## src/rtl/operand_mux_stage.sv

```systemverilog
// ---------------------------------------------------------------------------
// operand_mux_stage
// Selects one of NUM_IN operands from a flat bus and passes it through a
// 2-entry skid buffer with valid/ready handshakes on both sides.
//
// Ports
//   clk        rising-edge clock
//   reset      synchronous active-high reset
//   flush      synchronous pipeline clear (lower priority than reset)
//   in_bus     NUM_IN*WIDTH flat operands, input k at [k*WIDTH +: WIDTH]
//   in_sel     operand select for the offered beat
//   in_valid   upstream beat offered
//   in_ready   stage can accept a beat this cycle (registered)
//   out_data   selected operand (zero for an out-of-range select)
//   out_sel    select value that produced out_data
//   out_err    beat carried an out-of-range select
//   out_valid  out_data/out_sel/out_err valid
//   out_ready  downstream accepts the beat
// ---------------------------------------------------------------------------
module operand_mux_stage #(
   parameter  int unsigned WIDTH  = 32,
   parameter  int unsigned NUM_IN = 4,
   localparam int unsigned SEL_W  = $clog2(NUM_IN)
) (
   input  logic                      clk,
   input  logic                      reset,
   input  logic                      flush,
   input  logic [NUM_IN*WIDTH-1:0]   in_bus,
   input  logic [SEL_W-1:0]          in_sel,
   input  logic                      in_valid,
   output logic                      in_ready,
   output logic [WIDTH-1:0]          out_data,
   output logic [SEL_W-1:0]          out_sel,
   output logic                      out_err,
   output logic                      out_valid,
   input  logic                      out_ready
);

   typedef struct packed {
      logic [WIDTH-1:0] data;
      logic [SEL_W-1:0] sel;
      logic             err;
   } beat_t;

   localparam logic [1:0] ST_EMPTY = 2'd0;
   localparam logic [1:0] ST_ONE   = 2'd1;
   localparam logic [1:0] ST_TWO   = 2'd2;

   logic [1:0]       state_q, state_d;
   beat_t            head_q, head_d;   // beat presented on the outputs
   beat_t            skid_q, skid_d;   // second beat, only used in ST_TWO
   logic             in_ready_q, in_ready_d;
   logic             out_valid_q, out_valid_d;

   logic [WIDTH-1:0] sel_data;
   logic             sel_hit;
   beat_t            new_beat;
   logic             acc;
   logic             dlv;

   // Operand mux; a select with no matching input leaves data at zero.
   always_comb begin
      sel_data = '0;
      sel_hit  = 1'b0;
      for (int k = 0; k < int'(NUM_IN); k++) begin
         if (in_sel == SEL_W'(k)) begin
            sel_data = in_bus[k*WIDTH +: WIDTH];
            sel_hit  = 1'b1;
         end
      end
   end

   // With NUM_IN a power of two every select matches, so err folds to 0.
   assign new_beat.data = sel_data;
   assign new_beat.sel  = in_sel;
   assign new_beat.err  = ~sel_hit;

   assign acc = in_valid & in_ready_q;
   assign dlv = out_valid_q & out_ready;

   // Next-state and datapath update for the skid buffer.
   always_comb begin
      state_d = state_q;
      head_d  = head_q;
      skid_d  = skid_q;

      case (state_q)
         ST_EMPTY: begin
            if (acc) begin
               head_d  = new_beat;
               state_d = ST_ONE;
            end
         end
         ST_ONE: begin
            if (acc && dlv) begin
               head_d = new_beat;
            end else if (acc) begin
               skid_d  = new_beat;
               state_d = ST_TWO;
            end else if (dlv) begin
               head_d  = '0;
               state_d = ST_EMPTY;
            end
         end
         ST_TWO: begin
            if (dlv) begin
               head_d  = skid_q;
               skid_d  = '0;
               state_d = ST_ONE;
            end
         end
         default: begin
            head_d  = '0;
            skid_d  = '0;
            state_d = ST_EMPTY;
         end
      endcase

      // Flush discards held beats and any same-cycle acceptance.
      if (flush) begin
         head_d  = '0;
         skid_d  = '0;
         state_d = ST_EMPTY;
      end

      in_ready_d  = (state_d != ST_TWO);
      out_valid_d = (state_d != ST_EMPTY);
   end

   // State and output registers.
   always_ff @(posedge clk) begin
      if (reset) begin
         state_q     <= ST_EMPTY;
         head_q      <= '0;
         skid_q      <= '0;
         in_ready_q  <= 1'b1;
         out_valid_q <= 1'b0;
      end else begin
         state_q     <= state_d;
         head_q      <= head_d;
         skid_q      <= skid_d;
         in_ready_q  <= in_ready_d;
         out_valid_q <= out_valid_d;
      end
   end

   assign in_ready  = in_ready_q;
   assign out_valid = out_valid_q;
   assign out_data  = head_q.data;
   assign out_sel   = head_q.sel;
   assign out_err   = head_q.err;

endmodule

```

## config.mk

```make
export PLATFORM = sky130hd
export DESIGN_NAME = operand_mux_stage
export DESIGN_NICKNAME = d
export VERILOG_FILES = /design/src/rtl/operand_mux_stage.sv
export SDC_FILE = /design/constraint.sdc
export NUM_CORES = 1
export LEC_CHECK = 0
export CAP_MARGIN = 10
export CORE_ASPECT_RATIO = 0.8
export CORE_MARGIN = 1
export CORE_UTILIZATION = 45
export CTS_BUF_LIST = sky130_fd_sc_hd__clkbuf_2
export DETAILED_ROUTE_END_ITERATION = 7
export PLACE_DENSITY_LB_ADDON = 0.12
export SLEW_MARGIN = 15
export SYNTH_ARGS = -nofsm -noshare
export SYNTH_HDL_FRONTEND = slang
export SYNTH_SLANG_ARGS = --single-unit
export TNS_END_PERCENT = 1
```

## constraint.sdc

```tcl
create_clock -name clk -period 4.4 [get_ports clk]
set_clock_uncertainty 0.1 [all_clocks]
set_input_delay 0.88 -clock clk [delete_from_list [all_inputs] [get_ports clk]]
set_output_delay 0.88 -clock clk [all_outputs]
set_load 0.02 [all_outputs]
```

Word-level counts from Yosys, hierarchy flattened:

Cells that the tools add are included.

* register bits after elaboration: 74
* bits in latches: 0
* RAM bits: 0
* ROM bits: 0
* output and inout port bits: 37
* word-level logic and storage cells: 55
* memories kept: 0

* add/sub/neg operators: 0
* multipliers: 0
* div/mod/pow operators: 0
* $lt $le $gt $ge: 0
* eq/ne operators: 12
* shift operators: 0
* multiplexer cells: 23
* bitwise operators: 4
* reductions and logical operators: 7

Operators by type and width (number)
* $mux 35: 6
* $pmux 35 s3: 2
* $mux 32: 4
* $mux 2: 6
* $ne 2x2->1 const B: 5
* $reduce_and 4->1: 2
* $eq 2x2->1 const B: 3
* $ne 3x3->1 const B: 2
* $pmux 2 s3: 1
* $eq 2x1->1 const B: 2
* $logic_not 2->1: 2
* $mux 1: 4
* $and 1x1->1: 2
* $not 1->1: 2
* $reduce_bool 2->1: 1
* $reduce_or 2->1: 1
* $logic_and 1x1->1: 1

Depth between registers and ports, before layout:

* word-level depth: 9
* gate-level depth with buffers: 7
* mapped depth without buffers: 4

Worst setup path before layout:

No wires, ideal clock.

* path kind: input-to-reg
* start: input port in_sel[0]
* end: register head_q (netlist bit out_data[0])
* library setup time: 0.117 ns
* arrival time: 2.056 ns
* data required time: 4.183 ns
* path slack: 2.127 ns
* stages on the path: 5
* path buffers: 2
* cells stage by stage: buf_2 buf_4 mux4_2 a22oi_1 nand2_1

* cells in the longest elaborated chain, start to end: 7
* elaborated cells between the ends (all ways): 11
* classes of those cells: 3 x eq/ne; 7 x mux; 1 x reduce/logical

Ends and longest elaborated chain
* from (decl): RTL line 29 `input logic [SEL_W-1:0] in_sel,`
* $logic_not 2->1: RTL line 66 `if (in_sel == SEL_W'(k)) begin`
* $mux 32 (3 in a row): RTL line 66
* $mux 32 *: RTL line 66
* $mux 35, on equally long branches: RTL line 95, 89
* $pmux 35 s3 *: RTL line 87 `case (state_q)`
* to (signal assigned): RTL line 134 `head_q <= '0;`
* to (signal assigned): RTL line 140 `head_q <= head_d;`
* to (decl): RTL line 50 `beat_t head_q, head_d;`

Mark *: on every way between the ends. The rest lies on a longest branch, timed or not. The select of a mux whose other input is x is not followed.
A chain may end at the register's enable or synchronous reset.

Worst setup path after layout:

* start: input port out_ready
* end: register skid_q[17] (netlist name)

* cells in the longest elaborated chain, start to end: 4
* elaborated cells between the ends (all ways): 5
* classes of those cells: 2 x eq/ne; 1 x bitwise; 2 x reduce/logical

Ends and longest elaborated chain
* from (decl): RTL line 36 `input logic out_ready`
* $and 1x1->1 *: RTL line 79 `assign dlv = out_valid_q & out_ready;`
* $logic_and 1x1->1: RTL line 95 `if (acc && dlv) begin`
* $ne 2x2->1 (no line)
* $reduce_and 4->1 (no line) *
* to (signal assigned): RTL line 141 `skid_q <= skid_d;`
* to (decl): RTL line 51 `beat_t skid_q, skid_d;`

Mark *: on every way between the ends. The rest lies on a longest branch, timed or not.

==> flow_metrics.py <==
metrics = {
    "status": {
        "outcome": "completed",
    },
    "power_and_ir_drop": {
        "vdd_ir_drop_max_v": 0.000186,
        "p_sw_w": 0.000361,
        "power_frac_seq_pct": 49.0,
        "p_leak_nw": 2.05,
        "power_w": 0.00142,
        "internal_power_w": 0.00106,
        "pwr_density_cell_nw_per_um2": 266,
        "p_sw_share_pct": 25.4,
        "p_clk_share_pct": 30.1,
        "comb_power_share_pct": 21.0,
    },
    "clocking": {
        "htreeDepth": 3,
        "clk_latency_ns": 0.51,
        "postCtsSetupBuffers": 0,
        "cts_tree": "built",
        "hold_buffers": 0,
        "root_buffer": "clkbuf_2",
        "cts_buffers": 9,
        "clock-sinks": 74,
        "clk_path_buf_depth": 2,
        "clkTransAtPathRegs_ns": 0.18,
        "cts.repair.resized": 0,
    },
    "global_route": {
        "grt_max_degree": 36,
        "antenna_found_initial": 0,
        "gr-total-overflow": 0,
        "grt_pass1_vias": 3094,
        "grt_first_pass_wirelength_um": 14900,
        "grt_use_total_pct": 24.2,
    },
    "cells_and_area": {
        "nets": 610,
        "diodes": 0,
        "fin_util_pct": 71.8,
        "syn_to_final_growth_pct": 52.5,
        "layout-drive-gt1-share_pct": 12.9,
    },
    "synth": {
        "synth_area_leaders": "dfxtp_1 42%, mux4_2 21%, a22o_1 8.2%",
        "synth_top_family_by_area": "multiplexers",
        "synth_fp_nets": 450,
        "yosys_register_bits": 74,
        "synth_common_cells": "74 x dfxtp_1, 68 x nand2_1, 33 x a22o_1, 33 x a22oi_1, 32 x mux4_2",
        "synth_ff_type": "dfxtp_1",
        "synth-simple-area-share_pct": 12.8,
        "synthAdderAreaFrac_pct": 0,
        "synthMuxAreaShare_pct": 20.8,
        "yosysMostFrequentCell": "dfxtp_1",
        "synth_cell_type_count": 35,
        "ys_warn_count": 0,
        "yosys.area.top_type": "dfxtp_1",
        "async_reset_ff_share_pct": 0,
        "synth_edf_count": 0,
        "synth_xor_area_share_pct": 0,
        "avgSynthCellArea_um2": 11.1,
        "synth_compound_area_share_pct": 19.3,
        "synthesis.area_um2": 3510,
        "synthCells": 315,
        "ys_seq_area_share_pct": 42.2,
        "synth_largest_type_area_fraction_pct": 42.2,
    },
    "setup_path": {
        "required_ns": 4.74,
        "timing.rr.start": "state_q[0]$_SDFF_PP0_",
        "reg2reg_to": "skid_q[17]$_SDFFE_PP0P_",
        "r2r_cells": 4,
        "path_class": "input port to register",
        "end_kind": "register",
        "rrSetupSlack_ns": 2.13,
        "critPathArrivalTime_ns": 3.02,
        "start_kind": "input port",
        "crit_fanout": 23,
    },
    "floorplanning": {
        "start_util_pct": 47.1,
        "row_count": 28,
        "die-area_um2": 8160,
        "die_x_um": 101,
        "ios": 172,
        "core_area_um2": 7460,
        "die_y_um": 81.0,
    },
    "timing": {
        "slew_viol_final": 0,
        "period_share_pct": 60.8,
        "worst_pin_slew_ns": 0.863,
        "max_freq_mhz": 374,
        "slew_headroom_pct": 42.4,
        "tns_ns": 0,
        "period_needed_ns": 2.68,
        "fin_ws_ns": 1.72,
        "finalHoldViolations": 0,
        "setup_viol": 0,
        "whs_ns": 0.346,
        "rsz0062_at_grt": "false",
    },
    "drt": {
        "antenna_left": 0,
        "vias_per_cell": 5.56,
        "wl_per_cell_um": 17.0,
        "vias": 3250,
        "drc": 0,
        "drt_pass1_iterations": 5,
        "wirelength_um": 9930,
        "drt_iter0_markers": 128,
    },
    "min_path": {
        "hp-class": "register to register",
        "hold_path_end": "out_data[19]$_SDFFE_PP0P_",
        "holdPathStages": 2,
        "min-delay-start": "out_data[19]$_SDFFE_PP0P_",
    },
    "placed_design": {
        "place.gp.congestion": 0.894,
        "hpwl_um": 7300,
        "preCtsSetupSlack_ns": 1.23,
        "io_buffers": 171,
    },
    "run": {
        "drv_cap": 0,
    },
}
==> final cells by class <==
| cell class | count | area, µm² |
|---|---|---|
| Fill cell | 567 | 2100 |
| Timing Repair Buffer | 177 | 1750 |
| Inverter | 1 | 3.75 |
| Clock inverter | 7 | 91.3 |
| Tap cell | 105 | 131 |
| Clock buffer | 9 | 45.0 |
| Sequential cell | 74 | 1480 |
| Multi-Input combinational cell | 212 | 1860 |
==> layer usage <==
| metal | vias up | routed length (µm) | track usage, % |
|---|---|---|---|
| met5 | - | 0 | 0 |
| met4 | 0 | 109 | 8.41 |
| met3 | 10 | 840 | 7.83 |
| met2 | 156 | 4950 | 41.2 |
| met1 | 1559 | 4030 | 28.9 |
| li1 | 1525 | - | - |
==> cell families (layout without fill, tap and decap cells) <==
logic type	Yosys count	after routing
compound gates	85	85
buf+inv	29	194
flops	74	74
mux	33	33
simple gates	94	94
==> sequential cells by signal, indices dropped and copies added (netlist names) <==
| name | cells |
|---|---|
| state_q | 2 |
| out_data | 32 |
| in_ready | 1 |
| out_err | 1 |
| out_sel | 2 |
| out_valid | 1 |
| skid_q | 35 |
==> power by group through the flow <==
stage / logic (W) / registers [W] / clock network [W]
2_1_floorplan: 0.000119 / 0.000724 / 0
3_3_place_gp: 0.000293 / 0.000710 / 0
3_5_place_dp: 0.000299 / 0.000710 / 0
4_1_cts: 0.000300 / 0.000697 / 0.000436
5_1_grt: 0.000318 / 0.000699 / 0.000463
6_report: 0.000298 / 0.000697 / 0.000428
==> worst max-delay path, stage by stage <==
cell and delay (ns):
clkdlybuf4s50_1 0.50, and2_1 0.33, nor2_2 0.11, nor4_4 0.62
buf_4 0.39, a22o_1 0.18
==> layout by cell type, fill, tap and decap left out, types with 3 or more instances in the layout <==
cell             instances
o21ai_0                  3
clkbuf_2                 9
nand3_1                  5
and2_1                   3
a21oi_1                  5
mux4_2                  32
nand2_1                 68
a22oi_1                 33
clkdlybuf4s50_1        169
a22o_1                  33
dfxtp_1                 74
o21a_1                   3
nor2_1                   4
buf_4                    6
==> stage by stage <==
step / area [µm²] / std cells
floorplan: 3510 / 315
global placement: 5220 / 569
detailed placement: 5220 / 569
CTS: 5360 / 585
global route: 5360 / 585
finish: 5360 / 585
==> how the worst max path moves through the flow <==
stage / cells after the start / endpoint / slack [ns] / from
floorplan: 5 / out_data[0]$_SDFFE_PP0P_ / 2.13 / in_sel[0]
global placement: 6 / skid_q[9]$_SDFFE_PP0P_ / 1.29 / out_ready
detailed placement: 6 / skid_q[7]$_SDFFE_PP0P_ / 1.23 / out_ready
CTS: 6 / skid_q[17]$_SDFFE_PP0P_ / 1.77 / out_ready
global route: 6 / out_data[19]$_SDFFE_PP0P_ / 1.67 / flush
finish: 6 / skid_q[17]$_SDFFE_PP0P_ / 1.72 / out_ready
Power figures use the tool's default switching activity.
